--- src/rtl/bf_input_port_if.sv ---
// CPU-side byte request/acknowledge bundle for the UART input port.
// The master raises in_req; the slave answers with a one-cycle in_ack.
interface bf_input_port_if;
  logic       in_req;
  logic       in_ack;
  logic [7:0] in_data;

  modport master (
    output in_req,
    input  in_ack,
    input  in_data
  );

  modport slave (
    input  in_req,
    output in_ack,
    output in_data
  );
endinterface

--- src/rtl/bf_input_port.sv ---
// UART receiver feeding a byte FIFO that the CPU drains with a
// level request / pulse acknowledge handshake.
module bf_input_port #(
  parameter int CLKS_PER_BIT = 104,
  parameter int FIFO_DEPTH   = 16
) (
  input  logic                        clk,
  input  logic                        resetn,
  input  logic                        rx,
  bf_input_port_if.slave              cpu,
  output logic [$clog2(FIFO_DEPTH):0] fifo_count,
  output logic                        overrun,
  output logic                        frame_err,
  input  logic                        clear_err
);

  localparam int CW = $clog2(CLKS_PER_BIT) + 1;
  localparam int AW = $clog2(FIFO_DEPTH);

  localparam logic [CW-1:0] FULL_LD =
    CW'(CLKS_PER_BIT - 1);
  localparam logic [CW-1:0] HALF_LD =
    CW'(CLKS_PER_BIT / 2 - 1);
  localparam logic [AW:0] DEPTH_C =
    (AW + 1)'(FIFO_DEPTH);

  typedef enum logic [2:0] {
    RX_IDLE,
    RX_START,
    RX_DATA,
    RX_STOP,
    RX_BREAK
  } rx_state_t;

  logic      sync1, sync2;
  logic      rxs;
  rx_state_t state, state_n;
  logic [CW-1:0] cnt, cnt_n;
  logic [2:0]    bitn, bitn_n;
  logic [7:0]    sh, sh_n;
  logic          push, ferr_set;

  logic [7:0]    mem [FIFO_DEPTH];
  logic [AW-1:0] wptr, rptr;
  logic          full, wr, pop;

  always_ff @(posedge clk or negedge resetn) begin
    if (!resetn) begin
      sync1 <= 1'b1;
      sync2 <= 1'b1;
    end else begin
      sync1 <= rx;
      sync2 <= sync1;
    end
  end

  assign rxs = sync2;

  always_ff @(posedge clk or negedge resetn) begin
    if (!resetn) begin
      state <= RX_IDLE;
      cnt   <= '0;
      bitn  <= '0;
      sh    <= '0;
    end else begin
      state <= state_n;
      cnt   <= cnt_n;
      bitn  <= bitn_n;
      sh    <= sh_n;
    end
  end

  // cnt counts down to the next sample point; reloaded on each move
  always_comb begin
    state_n  = state;
    cnt_n    = cnt;
    bitn_n   = bitn;
    sh_n     = sh;
    push     = 1'b0;
    ferr_set = 1'b0;
    unique case (state)
      RX_IDLE: begin
        bitn_n = '0;
        if (!rxs) begin
          state_n = RX_START;
          cnt_n   = HALF_LD;
        end
      end
      RX_START: begin
        if (cnt == '0) begin
          if (!rxs) begin
            state_n = RX_DATA;
            cnt_n   = FULL_LD;
          end else begin
            state_n = RX_IDLE;
            cnt_n   = '0;
          end
        end else begin
          cnt_n = cnt - 1'b1;
        end
      end
      RX_DATA: begin
        if (cnt == '0) begin
          sh_n   = {rxs, sh[7:1]};
          cnt_n  = FULL_LD;
          bitn_n = bitn + 3'd1;
          if (bitn == 3'd7) begin
            state_n = RX_STOP;
          end
        end else begin
          cnt_n = cnt - 1'b1;
        end
      end
      RX_STOP: begin
        if (cnt == '0) begin
          cnt_n = '0;
          if (rxs) begin
            push    = 1'b1;
            state_n = RX_IDLE;
          end else begin
            ferr_set = 1'b1;
            state_n  = RX_BREAK;
          end
        end else begin
          cnt_n = cnt - 1'b1;
        end
      end
      RX_BREAK: begin
        if (rxs) begin
          state_n = RX_IDLE;
          cnt_n   = '0;
        end
      end
      default: begin
        state_n = RX_IDLE;
        cnt_n   = '0;
      end
    endcase
  end

  assign full = (fifo_count == DEPTH_C);
  assign wr   = push && !full;
  assign pop  = cpu.in_req && !cpu.in_ack &&
                (fifo_count != '0);

  always_ff @(posedge clk) begin
    if (wr) begin
      mem[wptr] <= sh;
    end
  end

  always_ff @(posedge clk or negedge resetn) begin
    if (!resetn) begin
      wptr        <= '0;
      rptr        <= '0;
      fifo_count  <= '0;
      cpu.in_ack  <= 1'b0;
      cpu.in_data <= 8'h00;
    end else begin
      cpu.in_ack <= pop;
      if (wr) begin
        wptr <= wptr + 1'b1;
      end
      if (pop) begin
        rptr        <= rptr + 1'b1;
        cpu.in_data <= mem[rptr];
      end
      if (wr && !pop) begin
        fifo_count <= fifo_count + 1'b1;
      end else if (pop && !wr) begin
        fifo_count <= fifo_count - 1'b1;
      end
    end
  end

  always_ff @(posedge clk or negedge resetn) begin
    if (!resetn) begin
      overrun   <= 1'b0;
      frame_err <= 1'b0;
    end else if (clear_err) begin
      overrun   <= 1'b0;
      frame_err <= 1'b0;
    end else begin
      if (ferr_set) begin
        frame_err <= 1'b1;
      end
      if (push && full) begin
        overrun <= 1'b1;
      end
    end
  end

endmodule

--- src/flat_wrapper.sv ---
// flat-port wrapper written by rule: the top's interface ports become plain ports
module bf_input_port_flat 
#(
  parameter int CLKS_PER_BIT = 104,
  parameter int FIFO_DEPTH   = 16
)
  (clk, resetn, rx, fifo_count, overrun, frame_err, clear_err, cpu_in_req, cpu_in_ack, cpu_in_data);
  bf_input_port_if cpu_i ();
  input  logic clk;
  input  logic resetn;
  input  logic rx;
  output logic [$clog2(FIFO_DEPTH):0] fifo_count;
  output logic overrun;
  output logic frame_err;
  input  logic clear_err;
  input wire logic [$bits(cpu_i.in_req)-1:0] cpu_in_req;
  output wire logic [$bits(cpu_i.in_ack)-1:0] cpu_in_ack;
  output wire logic [$bits(cpu_i.in_data)-1:0] cpu_in_data;
  assign cpu_i.in_req = cpu_in_req;
  assign cpu_in_ack = cpu_i.in_ack;
  assign cpu_in_data = cpu_i.in_data;
  bf_input_port #(.CLKS_PER_BIT(CLKS_PER_BIT), .FIFO_DEPTH(FIFO_DEPTH)) u_core (.clk(clk), .resetn(resetn), .rx(rx), .cpu(cpu_i), .fifo_count(fifo_count), .overrun(overrun), .frame_err(frame_err), .clear_err(clear_err));
endmodule
--- config.mk ---
export PLATFORM = sky130hd
export DESIGN_NAME = bf_input_port_flat
export DESIGN_NICKNAME = d
export VERILOG_FILES = /design/src/rtl/bf_input_port_if.sv /design/src/rtl/bf_input_port.sv /design/src/flat_wrapper.sv
export SDC_FILE = /design/constraint.sdc
export NUM_CORES = 1
export LEC_CHECK = 0
export CAP_MARGIN = 20
export CORE_ASPECT_RATIO = 2
export CORE_MARGIN = 2
export CORE_UTILIZATION = 48
export CTS_BUF_LIST = sky130_fd_sc_hd__clkbuf_4 sky130_fd_sc_hd__clkbuf_8 sky130_fd_sc_hd__clkbuf_16
export CTS_CLUSTER_DIAMETER = 200
export DETAILED_ROUTE_END_ITERATION = 16
export GPL_ROUTABILITY_DRIVEN = 1
export PLACE_DENSITY = 0.69
export SETUP_SLACK_MARGIN = 0.3
export SLEW_MARGIN = 20
export SYNTH_ARGS = -nofsm -noshare
export SYNTH_HDL_FRONTEND = slang
export SYNTH_SLANG_ARGS = --single-unit
--- constraint.sdc ---
create_clock -name clk -period 2.7 [get_ports clk]
set_clock_uncertainty 0.05 [all_clocks]
set_input_delay 0.405 -clock clk [delete_from_list [all_inputs] [get_ports clk]]
set_output_delay 0.405 -clock clk [all_outputs]
set_load 0.03 [all_outputs]
==> impl_summary.log, run 1 <==
INFO  metric r2r.worst_path.cells = 12
INFO  metric start_kind = register
INFO  metric initial_utilization = 0.489
INFO  metric num_io_pins = 21
INFO  metric cp.depth = 12
INFO  metric die_area = 16600 um2
INFO  metric maxClockFrequency = 420 MHz
INFO  metric post_synth_xor_area_fraction = 0.0140
INFO  metric crit_buf_inv = 2
INFO  metric timing.final.crit_period = 2.38 ns
INFO  metric setup-tns-final = 0 ns
INFO  metric area.growth.synth_to_final = 17.1%
INFO  metric multiInputGateArea = 2280 um2
INFO  metric cp.arrival = 2.70 ns
INFO  metric maximum_number_of_pins_on_one_net_before_global_route_repair = 23
INFO  metric power.leakage = 2.85 nW
INFO  metric synth_nets = 484
INFO  metric final_core_utilization = 0.572
INFO  metric critical_path_peak_fanout = 3
INFO  metric drcViolationCount = 0
INFO  metric finalHoldViolations = 0
INFO  metric layout-drive-gt1-share = 0.288
INFO  metric gp_routability_congestion = 0.885
INFO  metric place.detailed.instances = 683
INFO  metric hold-worst-slack = 0.308 ns
INFO  metric r2r_setup_slack = 0.32 ns
INFO  metric detailed_place_hpwl = 10200 um
INFO  metric crit_path_start = u_core.cnt[1]
INFO  metric async_reset_ff_frac = 0.273
INFO  metric critPathSlowestCell = dfrtp_1
INFO  metric ys.warnings.count = 0
INFO  metric io_buffers = 20
INFO  metric crit_chain = inv_2 -> ha_4 -> nor3b_4 -> and2_4 -> and4_4 -> ha_4 -> fa_2 -> inv_1 -> a21o_1 -> a21oi_2 -> mux2i_1 -> xnor2_1
INFO  metric drt_iter0_markers = 175
INFO  metric mean_instance_size_in_the_synthesized_netlist = 16.0 um2
INFO  metric routed_wire_length_per_instance = 20.3 um
INFO  metric grtUsageTotal = 0.192
INFO  metric synth-simple-area-share = 0.0660
INFO  metric main_combinational_cell_family_by_area_after_synthesis = multiplexers
INFO  metric fp.dieH = 180 um
INFO  metric worstHoldPathType = reg -> reg
INFO  metric worst_setup_path_end = u_core.fifo_count[4]
INFO  metric grt_setup_unrepaired = yes
INFO  metric critical_path.top_delay_family = simple AND/OR/NAND/NOR gates
INFO  metric worst_margin_pin_slew = 0.635 ns
INFO  metric clock_latency = 0.44 ns
INFO  metric synth.distinct_cells = 57
INFO  metric number_of_pins_with_negative_max_slew_slack_in_the_final_report = 0
INFO  metric final.period_utilization = 0.882
INFO  metric grt_antenna_before_repair = 0
INFO  metric vdd_drop_max = 0.496 mV
INFO  metric total_cts_buffers = 17
INFO  metric synth_seq_cells = 176
INFO  metric critPathMaxStageDelay = 0.40 ns
INFO  metric die_width = 92.0 um
INFO  metric cts_htree_levels = 4
INFO  metric tritoncts = done
INFO  metric outcome = finished, final reports clean
INFO  metric timing.setup.critical_path_class = reg -> reg
INFO  metric ff_latch_area = 5050 um2
INFO  metric finalSetupViolCount = 0
INFO  metric via_per_inst = 5.61
INFO  metric cts_root_buf = clkbuf_16
INFO  metric worst_ep_required_time = 3.01 ns
INFO  metric core = 15200 um2
INFO  metric row_count = 64
INFO  metric vias_post_dr = 4065
INFO  metric synth_fa_ha_area_frac = 0.0303
INFO  metric post-layout-total-power = 0.00694 W
INFO  metric synth-main-ff-cell = edfxtp_1
INFO  metric cap_viol_max_count = 0
INFO  metric routed_wl = 14700 um
INFO  metric postRouteAntennaNets = 0
INFO  metric syn_inst = 464
INFO  metric fillerInstances = 1172
INFO  metric cts.sinks = 176
INFO  metric crit_path_end_kind = register
INFO  metric overflow = 0
INFO  metric stdcell_count = 725
INFO  metric most_frequent_cell_on_critical_path = ha_4
INFO  metric clkTransAtPathRegs = 0.08 ns
INFO  metric slew-limit-headroom = 0.572
INFO  metric fraction_of_the_mapped_netlist_area_in_compound_gates = 0.0510
INFO  metric ctsLongestPathBuffers = 2
INFO  metric synth_sequential_area_ratio = 0.679
INFO  metric regToRegEndpoint = u_core.fifo_count[4]
INFO  metric layout.nets = 534
INFO  metric critical_path.reg2reg.startpoint = u_core.cnt[1]
INFO  metric detail_route.first_pass.iterations = 5
INFO  metric first_pass_grt_wire_length = 23500 um
INFO  metric grt_pass1_vias = 4339
INFO  metric syn-cell-area = 7430 um2
INFO  metric synth_mux_area_frac = 0.133
INFO  metric worstHoldPathCells = 0
INFO  metric power-per-cell-area = 798 nW/um2
INFO  metric antenna_cells = 0
INFO  metric synth-edff-count = 128
[power breakdown]
group	internal (W)	total, W	switching (W)
Sequential	0.00301	0.00323	0.000219
Combinational	0.000662	0.00141	0.000747
Clock	0.00122	0.00231	0.00109
Total	0.00489	0.00694	0.00205
[routing by layer]
layer / up-vias / GRT usage / wire length (um)
li1: 1854 / - / -
met1: 2083 / 0.195 / 5070
met2: 94 / 0.370 / 8860
met3: 34 / 0.0344 / 387
met4: 0 / 0.0842 / 388
met5: - / 0 / 0
[worst min-delay path by stage]
| stage | endpoint | from |
|---|---|---|
| final | u_core.rxs | u_core.sync1 |
| after global routing | u_core.rxs | u_core.sync1 |
| after CTS | u_core.rxs | u_core.sync1 |
| after detailed placement | u_core.fifo_count[4] | resetn |
| after global placement | u_core.fifo_count[4] | resetn |
| after floorplan | u_core.bitn[0] | resetn |
[kinds of logic after synthesis]
family / after synthesis
simple gates: 95
fa+ha+maj: 18
compound gates: 64
mux: 57
buf+inv: 43
xor+xnor: 11
flops: 176
[sequential cells by signal, summed over array words and instances (netlist names)]
register,flops
u_core.bitn,3
u_core.cnt,8
u_core.rptr,4
u_core.overrun,1
u_core.mem,128
u_core.wptr,4
u_core.state,3
u_core.rxs,1
u_core.sh,8
u_core.sync1,1
u_core.fifo_count,5
u_core.cpu.in_data,8
u_core.frame_err,1
u_core.cpu.in_ack,1
[worst reg2reg max path: stages, from the launching register on]
cell	delay, ns
dfrtp_1	0.40
inv_2	0.08
ha_4	0.13
nor3b_4	0.19
and2_4	0.17
and4_4	0.22
ha_4	0.16
fa_2	0.21
inv_1	0.05
a21o_1	0.17
a21oi_2	0.12
mux2i_1	0.22
xnor2_1	0.13
[cell usage after synthesis (all sizes together) (2+ instances only)]
cell	count	area share
nor4	3	0.0045
o21ai	34	0.023
mux2	16	0.024
mux2i	9	0.012
dfstp	2	0.0071
dfrtp	46	0.15
o211ai	2	0.0020
nor2b	2	0.0017
inv	16	0.0081
a211oi	2	0.0020
xor2	2	0.0024
and3	2	0.0017
nand3	9	0.0067
and2	2	0.0017
nor3	7	0.0061
nand2b	4	0.0034
edfxtp	128	0.52
a21o	2	0.0020
nand2	34	0.019
nor2	25	0.013
xnor2	9	0.012
ha	14	0.024
maj3	3	0.0040
mux4	32	0.097
a21oi	11	0.0074
buf	17	0.013
clkbuf	10	0.0052
o21ba	2	0.0027
nand4	2	0.0037
[per-stage QoR]
step / worst slack, ns / instance area [um2]
final: 0.319 / 8700
after global routing: 0.218 / 8700
after CTS: 0.304 / 8680
after detailed placement: 0.165 / 8050
after global placement: 0.215 / 8050
after floorplan: 0.117 / 7510
[cell usage in the layout, fill, tap and decap left out, types with 3 or more instances in the layout]
cell and count:
nand3_1 8, inv_6 4, nand2_1 31, buf_4 35, mux4_2 32, inv_4 3, a21oi_1 10, nor3_1 3
ha_4 3, clkinvlp_4 3, maj3_1 3, clkbuf_16 17, edfxtp_1 128, nor2_1 25, mux2i_1 9, mux2_2 16
xnor2_1 8, clkdlybuf4s50_1 19, inv_1 13, nand2b_1 4, inv_8 3, ha_1 10, o21ai_0 33, dfrtp_2 4
nor3_2 4, dfrtp_1 42
[timing repair]
item | in CTS | in global routing
pin swaps | 2 | 1
setup endpoints to repair | 21 | 2
cloned | 0 | 0
endpoints found under the hold margin | 10 | 0
setup buffers | 7 | 2
resized for setup | 3 | 4
hold buffers | 1 | 0
[final cells by class]
| cell class | count | share of cell area |
|---|---|---|
| Inverter | 16 | 0.00719 |
| Multi-Input combinational cell | 245 | 0.262 |
| Clock buffer | 18 | 0.0497 |
| Clock inverter | 14 | 0.0139 |
| Tap cell | 198 | 0.0285 |
| Timing Repair Buffer | 58 | 0.0584 |
| Sequential cell | 176 | 0.581 |
Power figures use the tool's default switching activity.
==> run 2: changes to the inputs <==
Settings changed: CTS_CLUSTER_SIZE set to 25.
==> results of run 2 <==
Same layout as run 1: the final DEF is identical, and so are final timing and power.
